<file path="src/rtl/miner_nonce_scheduler.sv">
// Multi-round nonce-search controller: dispatches NUM_CORES nonces per round, picks the lowest hit.
// Optional per-round WAIT watchdog enabled by defining MINER_WATCHDOG_EN.
module miner_nonce_scheduler #(
    parameter int unsigned NUM_CORES      = 3,
    parameter int unsigned NONCE_W        = 32,
    parameter int unsigned HASH_W         = 256,
    parameter int unsigned TIMEOUT_CYCLES = 1024
) (
    input  logic                        clk,
    input  logic                        n_rst,
    input  logic                        start,
    input  logic                        abort,
    input  logic [NONCE_W-1:0]          nonce_base,
    input  logic [NONCE_W-1:0]          nonce_limit,
    output logic [NUM_CORES-1:0]        core_enable,
    output logic [NUM_CORES*NONCE_W-1:0] core_nonce,
    input  logic [NUM_CORES-1:0]        core_finished,
    input  logic [NUM_CORES-1:0]        core_correct,
    input  logic [NUM_CORES*HASH_W-1:0] core_hash,
    output logic                        busy,
    output logic                        done,
    output logic                        found,
    output logic                        exhausted,
    output logic                        timeout,
    output logic [HASH_W-1:0]           correct_hash,
    output logic [NONCE_W-1:0]          correct_nonce,
    output logic [NONCE_W-1:0]          rounds
);
    localparam int unsigned WW = NONCE_W + 1;

    typedef enum logic [2:0] {StIdle, StLaunch, StWait, StEval, StDone} state_t;

    state_t                       state;
    logic [NONCE_W-1:0]           cur_base;
    logic [NONCE_W-1:0]           limit;
    logic [NUM_CORES-1:0]         mask;

    logic [NONCE_W-1:0]           launch_base;
    logic [NONCE_W-1:0]           launch_limit;
    logic [NUM_CORES-1:0]         launch_mask;
    logic [NUM_CORES*NONCE_W-1:0] launch_nonce;
    logic [NUM_CORES-1:0]         hits;
    logic                         hit_any;
    logic [NONCE_W-1:0]           hit_nonce;
    logic [HASH_W-1:0]            hit_hash;
    logic                         last_round;

`ifdef MINER_WATCHDOG_EN
    localparam int unsigned CNT_W = $clog2(TIMEOUT_CYCLES + 1);
    logic [CNT_W-1:0] wd_cnt;
`else
    logic [31:0] unused_timeout_cfg;
    assign unused_timeout_cfg = TIMEOUT_CYCLES;
`endif

    // Range checks use one extra bit so a limit at the top of the nonce space never wraps.
    always_comb begin
        launch_base  = (state == StEval) ? cur_base + NONCE_W'(NUM_CORES) : nonce_base;
        launch_limit = (state == StEval) ? limit : nonce_limit;
        launch_mask  = '0;
        launch_nonce = '0;
        for (int i = 0; i < int'(NUM_CORES); i++) begin
            launch_mask[i] = (WW'(launch_base) + WW'(i)) <= WW'(launch_limit);
            launch_nonce[i*NONCE_W +: NONCE_W] = launch_base + NONCE_W'(i);
        end
        hits      = core_correct & mask;
        hit_any   = |hits;
        hit_nonce = '0;
        hit_hash  = '1;
        for (int i = int'(NUM_CORES) - 1; i >= 0; i--) begin
            if (hits[i]) begin
                hit_nonce = cur_base + NONCE_W'(i);
                hit_hash  = core_hash[i*HASH_W +: HASH_W];
            end
        end
        last_round = (WW'(cur_base) + WW'(NUM_CORES)) > WW'(limit);
    end

    assign core_enable = (state == StLaunch && !abort) ? mask : '0;
    assign busy        = (state == StLaunch) || (state == StWait) || (state == StEval);
    assign done        = (state == StDone);

    always_ff @(posedge clk) begin
        if (!n_rst) begin
            state         <= StIdle;
            cur_base      <= '0;
            limit         <= '0;
            mask          <= '0;
            core_nonce    <= '0;
            found         <= 1'b0;
            exhausted     <= 1'b0;
            timeout       <= 1'b0;
            correct_hash  <= '1;
            correct_nonce <= '0;
            rounds        <= '0;
`ifdef MINER_WATCHDOG_EN
            wd_cnt        <= '0;
`endif
        end else if (abort) begin
            state     <= StIdle;
            found     <= 1'b0;
            exhausted <= 1'b0;
            timeout   <= 1'b0;
        end else begin
            unique case (state)
                StIdle, StDone: begin
                    if (start) begin
                        cur_base      <= nonce_base;
                        limit         <= nonce_limit;
                        rounds        <= '0;
                        found         <= 1'b0;
                        timeout       <= 1'b0;
                        correct_hash  <= '1;
                        correct_nonce <= '0;
                        if (nonce_base > nonce_limit) begin
                            exhausted <= 1'b1;
                            state     <= StDone;
                        end else begin
                            exhausted  <= 1'b0;
                            mask       <= launch_mask;
                            core_nonce <= launch_nonce;
                            state      <= StLaunch;
                        end
                    end
                end
                StLaunch: begin
`ifdef MINER_WATCHDOG_EN
                    wd_cnt <= '0;
`endif
                    state <= StWait;
                end
                StWait: begin
                    if ((core_finished & mask) == mask) begin
                        state <= StEval;
`ifdef MINER_WATCHDOG_EN
                    end else if (wd_cnt == CNT_W'(TIMEOUT_CYCLES - 1)) begin
                        timeout       <= 1'b1;
                        found         <= 1'b0;
                        exhausted     <= 1'b0;
                        correct_hash  <= '1;
                        correct_nonce <= '0;
                        state         <= StDone;
                    end else begin
                        wd_cnt <= wd_cnt + 1'b1;
`endif
                    end
                end
                StEval: begin
                    rounds <= rounds + 1'b1;
                    if (hit_any) begin
                        correct_hash  <= hit_hash;
                        correct_nonce <= hit_nonce;
                        found         <= 1'b1;
                        state         <= StDone;
                    end else if (last_round) begin
                        exhausted <= 1'b1;
                        state     <= StDone;
                    end else begin
                        cur_base   <= launch_base;
                        mask       <= launch_mask;
                        core_nonce <= launch_nonce;
                        state      <= StLaunch;
                    end
                end
                default: state <= StIdle;
            endcase
        end
    end

endmodule

</file>
<file path="config.mk">
export PLATFORM = sky130hd
export DESIGN_NAME = miner_nonce_scheduler
export DESIGN_NICKNAME = d
export VERILOG_FILES = /design/src/rtl/miner_nonce_scheduler.sv
export SDC_FILE = /design/constraint.sdc
export NUM_CORES = 1
export LEC_CHECK = 0
export ABC_AREA = 1
export BUFFER_PORTS_ARGS = -buffer_cell sky130_fd_sc_hd__buf_2
export CORE_AREA = 2 2 498 500
export CTS_CLUSTER_SIZE = 16
export DETAILED_ROUTE_END_ITERATION = 8
export DIE_AREA = 0 0 500 502
export HOLD_SLACK_MARGIN = 0.15
export MAX_ROUTING_LAYER = met4
export PLACE_DENSITY_LB_ADDON = 0.15
export SKIP_CTS_REPAIR_TIMING = 1
export SKIP_LAST_GASP = 1
export SYNTH_ARGS = -nofsm -noshare
export SYNTH_HDL_FRONTEND = slang
export SYNTH_SLANG_ARGS = --single-unit
</file>
<file path="constraint.sdc">
create_clock -name clk -period 4.8 [get_ports clk]
set_input_delay 0.24 -clock clk [delete_from_list [all_inputs] [get_ports clk]]
set_output_delay 0.24 -clock clk [all_outputs]
set_load 0.05 [all_outputs]
</file>
==> impl_metrics.json <==
{
  "drive_gt1_share_pct": 26.4,
  "avgSynthCellArea_um2": 6.38,
  "place.gp.congestion": 1.01,
  "drtAntennaViolNets": 0,
  "p_per_area_nw_per_um2": 297,
  "num_rows": 182,
  "register_area_um2": 9750,
  "synthAdderAreaFrac_pct": 6.62,
  "synth_cell_types": 57,
  "critPathKind": "flip-flop to flip-flop",
  "num_vias": 42784,
  "synth_compound_area_share_pct": 14.2,
  "h-tree-depth": 3,
  "finalHoldViolCount": 0,
  "die_height_um": 502,
  "fill_cells": 28465,
  "synth_seq_cells": 487,
  "drv_cap": 0,
  "yosysTopAreaCell": "dfxtp_1",
  "grt_overflow": 0,
  "antenna_found_initial": 156,
  "crit_path_start_kind": "flip-flop",
  "synth_xor_area_share_pct": 1.71,
  "async_reset_ff_share_pct": 0,
  "wl_per_cell_um": 29.1,
  "synth_top_family_by_area": "simple AND/OR/NAND/NOR gates",
  "via_per_inst": 4.29,
  "clock_latency_ps": 700,
  "dp_hpwl_um": 240000,
  "worst-r2r-setup-slack_ps": 310,
  "grt_pass1_vias": 39294,
  "synth.area.top_cells": "dfxtp_1, nand2_1, nand3_1, o21ai_0, ha_1",
  "timing.fmax_ghz": 0.223,
  "cts.reportedPaths.clkPinSlew_ps": 60,
  "synth_flop_cell": "dfxtp_1",
  "drc": 0,
  "io-pin-count": 1266,
  "dpl_cell_area_um2": 42500,
  "die_area_um2": 251000,
  "peakVddDrop_mv": 0.210,
  "grt_pass1_wl_um": 370000,
  "drt_pre_antenna_iters": 6,
  "cts_root_buffer": "clkbuf_16",
  "port_buffers": 1264,
  "status": "completed",
  "crit_path_end_kind": "flip-flop",
  "report.final.slew_viol_count": 0,
  "ys_warn_count": 0,
  "layout_min_cycle_time_ps": 4490,
  "multi_input_area_um2": 19300,
  "dr.first_iter.drc_count": 3444,
  "arrival_ps": 5110,
  "syn-cell-area_um2": 31400,
  "grt_max_degree": 147,
  "die_x_um": 500,
  "relSlewSlack_pct": 7.90,
  "nets": 7599,
  "finClkSkew_ps": 38.3,
  "yosysMostFrequentCell": "nand2_1",
  "setup_viol": 0,
  "synthSimpleGateAreaFrac_pct": 38.7,
  "synth_top_area_share_pct": 31.1,
  "cts_buffer_depth": 3,
  "cts-buffers-inserted": 75,
  "synthTopCellsByCount": "nand2_1, nand3_1, dfxtp_1, o21ai_0, a21oi_1",
  "ys_seq_area_share_pct": 31.1,
  "routed_wl_um": 290000,
  "tightest_slew_ps": 1370,
  "worstPathRequired_ps": 5420,
  "post-route-util_pct": 20.2,
  "area_growth_pct": 57.9,
  "core_area_um2": 245000,
  "syn_inst": 4918,
  "grtUsageTotal_pct": 22.4,
  "cts_tree": "yes",
  "fin_crit_sh_pct": 93.6,
  "fin_area_um2": 49600,
  "synth_edf_count": 0,
  "syn_nets": 5926,
  "cp_max_fo": 5,
  "hp-class": "input pin to flip-flop",
  "cts_sinks": 487,
  "muxShareOfSynthArea_pct": 0,
  "power_leakage_nw": 22.7,
  "start_util_pct": 12.8
}
-- registers in the layout, indices dropped and copies added (netlist names), 3 cells and up --
name / count
cur_base: 32
state: 3
mask: 3
core_nonce: 95
correct_nonce: 32
rounds: 32
correct_hash: 256
limit: 32
-- cell type report --
type	count	area share [%]
multi-input cells	3809	39.0
repair buffers	1919	25.4
flip-flops and latches	487	19.7
well taps	3220	8.13
clock buffers	112	4.35
inverters	299	2.30
clock inverters	23	0.719
diodes	99	0.500
-- metrics by stage --
step	setup WS [ps]	total power, mW	hold slack (ps)	std cells	setup TNS, ps
floorplan	1190	6.51	407	4918	0
global placement	-16.6	8.49	435	9305	-16.6
detailed placement	13.3	8.48	437	9305	0
CTS	-39.0	14.5	-262	9440	-39.0
global route	-10.4	15.4	151	9952	-10.4
finish	309	14.7	135	9968	0
-- final timing paths --
kind | from | cells past startpoint | endpoint
max reg2reg | cur_base[1] | 26 | mask[2]
max | cur_base[1] | 26 | mask[2]
min reg2reg | correct_hash[94] | 2 | correct_hash[94]
min | core_hash[746] | 5 | correct_hash[234]
-- kinds of logic after synthesis --
logic type,Yosys count
AOI/OAI and AO/OA,837
and+or+nand+nor,2749
buffers and inverters,622
DFF,487
adders and majority gates,166
xor gates and xnor gates,56
other,1
-- metal layers --
metal  share of wire [%]  track usage (%)  vias to the layer above
met5                   0                -                        -
met4                 4.1             8.44                        0
met3                 7.0             5.04                      407
met2                  46             35.3                     1782
met1                  43             27.8                    20684
li1                    -                -                    19911
-- where the power goes --
group	total [mW]	switching (mW)	internal [mW]
Combinational	4.35	2.95	1.40
Sequential	4.50	0.218	4.29
Clock	5.87	2.42	3.45
Total	14.7	5.58	9.14
-- layout by cell type (no fill, tap or decap), types with 13 or more instances in the layout --
cell type	n
diode_2	99
nor2_1	221
inv_2	15
o21ai_0	462
nand4_1	44
buf_4	208
nor4_1	14
a21oi_1	283
nand2_1	1429
buf_2	1263
nand3_1	873
ha_1	165
clkbuf_16	76
clkbuf_1	24
nor3_1	31
or2_2	17
dlygate4sd3_1	426
nor2_2	22
o211ai_1	22
nand2_2	31
nand2_4	13
nor2_4	20
buf_12	21
dfxtp_1	487
inv_1	279
xor2_1	45
-- worst max-delay path, stage by stage (launching register included) --
cell and delay (ps):
dfxtp_1 340, inv_1 120, ha_2 290, inv_1 70, nand4_1 240, inv_1 180
nand2_1 90, nand2_1 130, o21ai_4 250, nand2_1 160, nor2_2 240, nand2_2 150
nor2_1 210, buf_4 170, nand3_1 90, and2_1 180, ha_1 270, nand2_1 40
inv_1 80, nand4_1 140, buf_4 190, nor4_4 240, buf_4 170, nand4_1 80
nand2_1 90, nand2_1 50, a21oi_1 120
Note: power is estimated with default switching activity, not from simulation.
